`config.mk`:
```
export PLATFORM = sky130hd
export DESIGN_NAME = sad_candidate_streamer
export DESIGN_NICKNAME = d
export VERILOG_FILES = /design/src/rtl/sad_candidate_streamer.sv
export SDC_FILE = /design/constraint.sdc
export NUM_CORES = 1
export LEC_CHECK = 0
export BUFFER_PORTS_ARGS = -buffer_cell sky130_fd_sc_hd__buf_2
export CORE_UTILIZATION = 38
export DETAILED_ROUTE_END_ITERATION = 10
export PLACE_DENSITY_LB_ADDON = 0.1
export SLEW_MARGIN = 20
export SYNTH_ARGS = -nofsm -noshare
export SYNTH_HDL_FRONTEND = slang
export SYNTH_SLANG_ARGS = --single-unit
```
`constraint.sdc`:
```
create_clock -name Clk -period 2.9 [get_ports Clk]
set_clock_uncertainty 0.05 [all_clocks]
set_input_delay 0.145 -clock Clk [delete_from_list [all_inputs] [get_ports Clk]]
set_output_delay 0.145 -clock Clk [all_outputs]
set_load 0.1 [all_outputs]
```
`src/rtl/sad_candidate_streamer.sv`:
```
// Accumulates BLOCK_PIXELS absolute differences per search-window candidate and streams
// each saturated SAD with its {row, col} tag to the running-minimum tracker.
module sad_candidate_streamer #(
    parameter int BLOCK_PIXELS = 16,
    parameter int CNT_W        = 8
) (
    input  logic        Clk,
    input  logic        Rst,
    input  logic        start,
    input  logic [15:0] win_rows,
    input  logic [15:0] win_cols,
    input  logic [7:0]  diff_in,
    input  logic        diff_valid,
    output logic        diff_ready,
    output logic        max_out,
    output logic        min_in,
    output logic [12:0] value_out,
    output logic [31:0] tag_out,
    output logic        busy,
    output logic        done
);

    typedef enum logic [2:0] {
        S_IDLE,
        S_CLEAR,
        S_ACCUM,
        S_EMIT,
        S_DONE
    } state_t;

    localparam logic [CNT_W-1:0] LAST_PIX = CNT_W'(BLOCK_PIXELS - 1);
    localparam logic [13:0]      SAT_MAX  = 14'd8191;

    state_t           state_q, state_d;
    logic [15:0]      rows_q, rows_d;
    logic [15:0]      cols_q, cols_d;
    logic [15:0]      row_q, row_d;
    logic [15:0]      col_q, col_d;
    logic [12:0]      acc_q, acc_d;
    logic [CNT_W-1:0] pix_q, pix_d;
    logic [12:0]      value_q, value_d;
    logic [31:0]      tag_q, tag_d;

    logic [13:0]      sum;
    logic [12:0]      sat_sum;
    logic             last_col;
    logic             last_row;

    // One extra bit catches the overflow; once saturated the sum never drops below the cap.
    assign sum      = {1'b0, acc_q} + {6'd0, diff_in};
    assign sat_sum  = (sum > SAT_MAX) ? 13'h1FFF : sum[12:0];
    assign last_col = (col_q == cols_q - 16'd1);
    assign last_row = (row_q == rows_q - 16'd1);

    always_comb begin
        state_d    = state_q;
        rows_d     = rows_q;
        cols_d     = cols_q;
        row_d      = row_q;
        col_d      = col_q;
        acc_d      = acc_q;
        pix_d      = pix_q;
        value_d    = value_q;
        tag_d      = tag_q;
        diff_ready = 1'b0;
        max_out    = 1'b0;
        min_in     = 1'b0;
        done       = 1'b0;
        unique case (state_q)
            S_IDLE: begin
                if (start) begin
                    rows_d  = win_rows;
                    cols_d  = win_cols;
                    row_d   = 16'd0;
                    col_d   = 16'd0;
                    state_d = (win_rows == 16'd0 || win_cols == 16'd0) ? S_DONE : S_CLEAR;
                end
            end
            S_CLEAR: begin
                max_out = 1'b1;
                acc_d   = 13'd0;
                pix_d   = '0;
                state_d = S_ACCUM;
            end
            S_ACCUM: begin
                diff_ready = 1'b1;
                if (diff_valid) begin
                    if (pix_q == LAST_PIX) begin
                        value_d = sat_sum;
                        tag_d   = {row_q, col_q};
                        state_d = S_EMIT;
                    end else begin
                        acc_d = sat_sum;
                        pix_d = pix_q + 1'b1;
                    end
                end
            end
            S_EMIT: begin
                min_in = 1'b1;
                acc_d  = 13'd0;
                pix_d  = '0;
                if (last_col) begin
                    col_d = 16'd0;
                    row_d = row_q + 16'd1;
                end else begin
                    col_d = col_q + 16'd1;
                end
                state_d = (last_row && last_col) ? S_DONE : S_ACCUM;
            end
            S_DONE: begin
                done    = 1'b1;
                state_d = S_IDLE;
            end
            default: state_d = S_IDLE;
        endcase
    end

    always_ff @(posedge Clk) begin
        if (Rst) begin
            state_q <= S_IDLE;
            rows_q  <= 16'd0;
            cols_q  <= 16'd0;
            row_q   <= 16'd0;
            col_q   <= 16'd0;
            acc_q   <= 13'd0;
            pix_q   <= '0;
            value_q <= 13'd0;
            tag_q   <= 32'd0;
        end else begin
            state_q <= state_d;
            rows_q  <= rows_d;
            cols_q  <= cols_d;
            row_q   <= row_d;
            col_q   <= col_d;
            acc_q   <= acc_d;
            pix_q   <= pix_d;
            value_q <= value_d;
            tag_q   <= tag_d;
        end
    end

    assign busy      = (state_q != S_IDLE);
    assign value_out = value_q;
    assign tag_out   = tag_q;

endmodule

```
# Yosys cells after proc, flatten, opt, wreduce, memory -nomap -nowiden
# Index checks and enable logic that the tools add are counted.
dict set report totals {
  register_bits 133
  elab_cells 65
  output_inout_bits 50
}
dict set report classes {
  magnitude_cmp 1
  n_eq_ne 12
  n_addsub 6
  n_reduce_logical 15
  mux 22
}
# cell n
set ops {}
lappend ops {{case mux 16 bit (2 select lines)} 2}
lappend ops {{2-to-1 mux 16 bit} 3}
lappend ops {{2-to-1 mux 13 bit} 3}
lappend ops {{adder 16 x 1 -> 16 bit (second input constant)} 2}
lappend ops {{== test 16 bit} 2}
lappend ops {{logical NOT 16 bit} 2}
lappend ops {{subtractor 16 x 1 -> 16 bit (second input constant)} 2}
lappend ops {{case mux 13 bit (2 select lines)} 1}
lappend ops {{2-to-1 mux 8 bit} 2}
lappend ops {{case mux 8 bit (2 select lines)} 1}
lappend ops {{2-to-1 mux 3 bit} 5}
lappend ops {{adder 13 x 8 -> 14 bit} 1}
lappend ops {{> comparator 14 x 13 -> 1 bit (second input constant)} 1}
lappend ops {{case mux 3 bit (4 select lines)} 1}
lappend ops {{AND reduction 3 bit} 4}
lappend ops {{!= test 2 bit (second input constant)} 5}
lappend ops {{adder 8 x 1 -> 8 bit (second input constant)} 1}
lappend ops {{== test 8 x 4 -> 1 bit (second input constant)} 1}
lappend ops {{== test 3 x 2 -> 1 bit (second input constant)} 2}
lappend ops {{2-to-1 mux 1 bit} 4}
lappend ops {{AND reduction 2 bit} 2}
lappend ops {{nonzero test 2 bit} 2}
lappend ops {{== test 3 x 1 -> 1 bit (second input constant)} 1}
lappend ops {{== test 3 bit (second input constant)} 1}
lappend ops {{5 further kinds} 5}

# Logic depth before layout (Yosys ltp)
dict set report depth {
  word_depth 6
  ltp_mapped 12
  ltp_nobuf 11
}

# Least setup slack after synthesis
# OpenSTA, ideal clock, no wires.
dict set report synth_timing {
  kind {register to register}
  start {reg state_q[1]}
  end {reg tag_q[8] (netlist: tag_out[8])}
  required_time_ns 2.780
  setup_time_ns 0.070
  path_stages_with_launch 8
  arrival_time_ns 4.026
  n_path_buf 3
  setup_slack_ns -1.247
  cell_sequence {dfxtp_1 > nor3b_1 > and2_0 > clkbuf_1 > buf_1 > buf_1 > nand2_1 > a21oi_1}
}
dict set report synth_via {
  elab_chain_cells 2
}
# element line_no
set synth_rtl {}
lappend synth_rtl {{from (decl)} 34} ;# state_t state_q, state_d;
lappend synth_rtl {{from (signal assigned)} 130} ;# state_q <= state_d;
lappend synth_rtl {{== test 3 x 2 -> 1 bit} 69} ;# unique case (state_q)
lappend synth_rtl {{AND reduction 3 bit (no source line)} n/a}
lappend synth_rtl {{to (signal assigned)} 138} ;# tag_q <= tag_d;
lappend synth_rtl {{to (decl)} 42} ;# logic [31:0] tag_q, tag_d;
# Every way passes these cells.
# A chain may end at the register's enable or synchronous reset.

# Worst setup path after layout
dict set report layout_timing {
  start {reg cols_q[7]}
  end {reg col_q[12]}
}
dict set report layout_via {
  elab_chain_cells 4
}
# element line_no
set layout_rtl {}
lappend layout_rtl {{from (decl)} 36} ;# logic [15:0] cols_q, cols_d;
lappend layout_rtl {{from (signal assigned)} 132} ;# cols_q <= cols_d;
lappend layout_rtl {{subtractor 16 x 1 -> 16 bit} 52} ;# assign last_col = (col_q == cols_q - 16'd1);
lappend layout_rtl {{== test 16 bit} 52}
lappend layout_rtl {{2-to-1 mux 16 bit} 102} ;# if (last_col) begin
lappend layout_rtl {{case mux 16 bit (2 select lines)} 69}
lappend layout_rtl {{to (signal assigned)} 134} ;# col_q <= col_d;
lappend layout_rtl {{to (decl)} 38} ;# logic [15:0] col_q, col_d;
# Every way passes these cells.

==> impl_metrics.json <==
{
  "outcome": "completed",
  "cts-root-buf": "clkbuf_16",
  "rows": 48,
  "seqCellArea_mm2": 0.00267,
  "ys_async_sr_fraction_pct": 0,
  "clock-sinks": 133,
  "place_hpwl_mm": 13.2,
  "syn_inst": 873,
  "p_leak_uw": 0.00359,
  "ys_types": 61,
  "drv_slew": 0,
  "ys.flop_type": "dfxtp_1",
  "gp_congestion": 0.846,
  "post-place-ws_ns": -0.0464,
  "grtUsageTotal_pct": 21.4,
  "cp.required_ns": 3.21,
  "postRouteAntennaNets": 0,
  "yosys-top-cells-area": "dfxtp_1, nand2_1, a21oi_1, xnor2_1, xor2_1",
  "cp.arrival_ns": 3.21,
  "ioPinCount": 94,
  "ys_warn_count": 0,
  "hp-class": "primary input to register",
  "period_needed_ns": 2.90,
  "power_density_mw_per_mm2": 630,
  "rsz0062_at_grt": "yes",
  "avgSynthCellArea_um2": 7.77,
  "final_hold_viol_count": 0,
  "coreArea_mm2": 0.0174,
  "dp.cells": 1184,
  "drt-total-wl_mm": 19.0,
  "utilization_pct": 51.3,
  "worstSetupPathType": "register to register",
  "cts_tree": "yes",
  "initialDrtViolationCount": 296,
  "p_total_uw": 5610,
  "antenna_found_initial": 0,
  "vias": 6548,
  "grt_pass1_wl_mm": 31.0,
  "setup_slack_ns": 0.00118,
  "layoutNonFillerInstCount": 1255,
  "start_util_pct": 39.1,
  "drive_gt1_share_pct": 21.7,
  "finalSetupViolCount": 0,
  "wl_per_cell_um": 15.2,
  "die_w_um": 136,
  "clock_latency_ns": 0.42,
  "clockBufferDepth": 2,
  "yosysTopAreaCellShare_pct": 39.3,
  "n_fill_cell": 1682,
  "antenna_cells": 0,
  "areaGrowthSynthToFinish_pct": 31.3,
  "syn_area_mm2": 0.00678,
  "dr.pass1.iters": 4,
  "synthTopCellsByCount": "nand2_1, dfxtp_1, a21oi_1, nor2_1, clkbuf_1",
  "relSlewSlack_pct": 56.7,
  "port-buffer-count": 93,
  "syn-num-nets": 931,
  "numCtsBuffers": 17,
  "startpoint_type": "register",
  "fin_crit_sh_pct": 100,
  "worstMarginPinSlew_ns": 0.647,
  "fmax_ghz": 0.345,
  "htreeDepth": 4,
  "ys_seq_elements": 133,
  "drv_cap": 0,
  "grt_max_degree": 46,
  "grt-ovfl-total": 0,
  "drc": 0,
  "grt_pass1_vias": 6256,
  "nets": 1076,
  "die_area_mm2": 0.0184,
  "yosysTopAreaCell": "dfxtp_1",
  "multi_input_area_mm2": 0.00409,
  "cp_max_fo": 6,
  "drt-vias-per-instance": 5.22,
  "synth_most_common_cell": "nand2_1",
  "irDropWorstVdd_mv": 0.403,
  "ys_seq_area_share_pct": 39.3,
  "path_clk_slew_ns": 0.06,
  "worstSetupEndpointType": "register",
  "die_y_um": 136,
  "synth-edff-count": 0
}
## cells by family after synthesis
group	share of synthesized area [%]
compound gates	17.0
xor+xnor	7.49
fa+ha+maj	2.69
buf+inv	4.02
flops	39.3
mux	0.904
simple gates	28.7
## stage by stage
stage	setup TNS (ns)	area, um^2	hold slack [ns]
6_report	0	8900	0.0864
5_1_grt	-1.52	8900	0.116
4_1_cts	0	8680	0.0742
3_5_place_dp	-0.0774	7690	0.356
3_3_place_gp	0	7690	0.350
2_1_floorplan	0	6810	0.231
## registers in the layout, summed over array words and instances, names as in the netlist
name and cells:
pix_q 8, row_q 16, value_out 13, tag_out 32
cols_q 16, rows_q 16, col_q 16, state_q 3
acc_q 13
## final timing paths
kind	from	endpoint	slack [ns]	cells past startpoint
setup / recovery	cols_q[7]	col_q[12]	0.001	9
hold / removal	start	state_q[2]	0.09	3
setup reg to reg	cols_q[7]	col_q[12]	0.001	9
hold reg to reg	acc_q[7]	acc_q[7]	0.40	2
## layout by cell type (no fill, tap or decap), drive strengths merged, types with 3 or more instances in the layout
cell type    synthesis  layout
a211oi               4       4
a21o                 9       9
a21oi               87      87
a22o                 5       5
a311o                2       5
a311oi               4       4
a31oi                9       9
and3                15      15
buf                  7     142
bufinv               0       3
clkbuf              44      23
clkinv               0       4
dfxtp              133     133
dlygate4sd3          0      32
ha                  13      13
inv                 19      19
mux2i                5       5
nand2              178     178
nand2b               4       4
nand3               24      24
nand4               11      11
nor2                54      54
nor2b                9       9
nor3                37      37
nor3b               14      14
nor4                20      20
nor4b                4       4
o211ai              11      11
o21ai               29      29
o31ai                8       8
or2                  5       5
or3                 17      17
or4                  5       5
xnor2               31      31
xor2                27      27
## critical path, stage by stage (launching register included)
cell and delay [ns]:
dfxtp_1 0.31, or4_4 0.55, or2_4 0.27, a2111oi_4 0.27, nor4b_1 0.08, a311o_1 0.35
buf_4 0.14, a311o_2 0.47, o21ai_0 0.22, a21o_1 0.13
## power by group
group          switching [uW]  internal, uW
Combinational             788           573
Sequential               83.4          1910
Clock                     792          1460
## layout make-up
| cell class | instances | share of cell area, % |
|---|---|---|
| flip-flops and latches | 133 | 30.0 |
| clock inverters | 8 | 1.36 |
| inverters | 19 | 0.801 |
| clock buffers | 23 | 5.59 |
| repair buffers | 174 | 13.2 |
| well taps | 225 | 3.16 |
| multi-input cells | 673 | 45.9 |
## layer usage
| layer | GRT usage (%) | part of all wire [%] | up-vias | routed length [um] |
|---|---|---|---|---|
| li1 | - | - | 3379 | - |
| met1 | 26.6 | 46 | 3035 | 8750 |
| met2 | 35.5 | 48 | 107 | 9120 |
| met3 | 4.30 | 4.1 | 27 | 773 |
| met4 | 9.36 | 2.1 | 0 | 393 |
| met5 | 0 | 0 | - | 0 |
## what timing repair did
item,in CTS,in global routing
buffers inserted,2,4
endpoints found under the hold margin,32,0
gates resized for setup,5,52
hold buffers,32,0
pin swaps,1,20
cloned,2,1
endpoints found under the setup margin,13,37
Note: power is estimated with default switching activity, not from simulation.
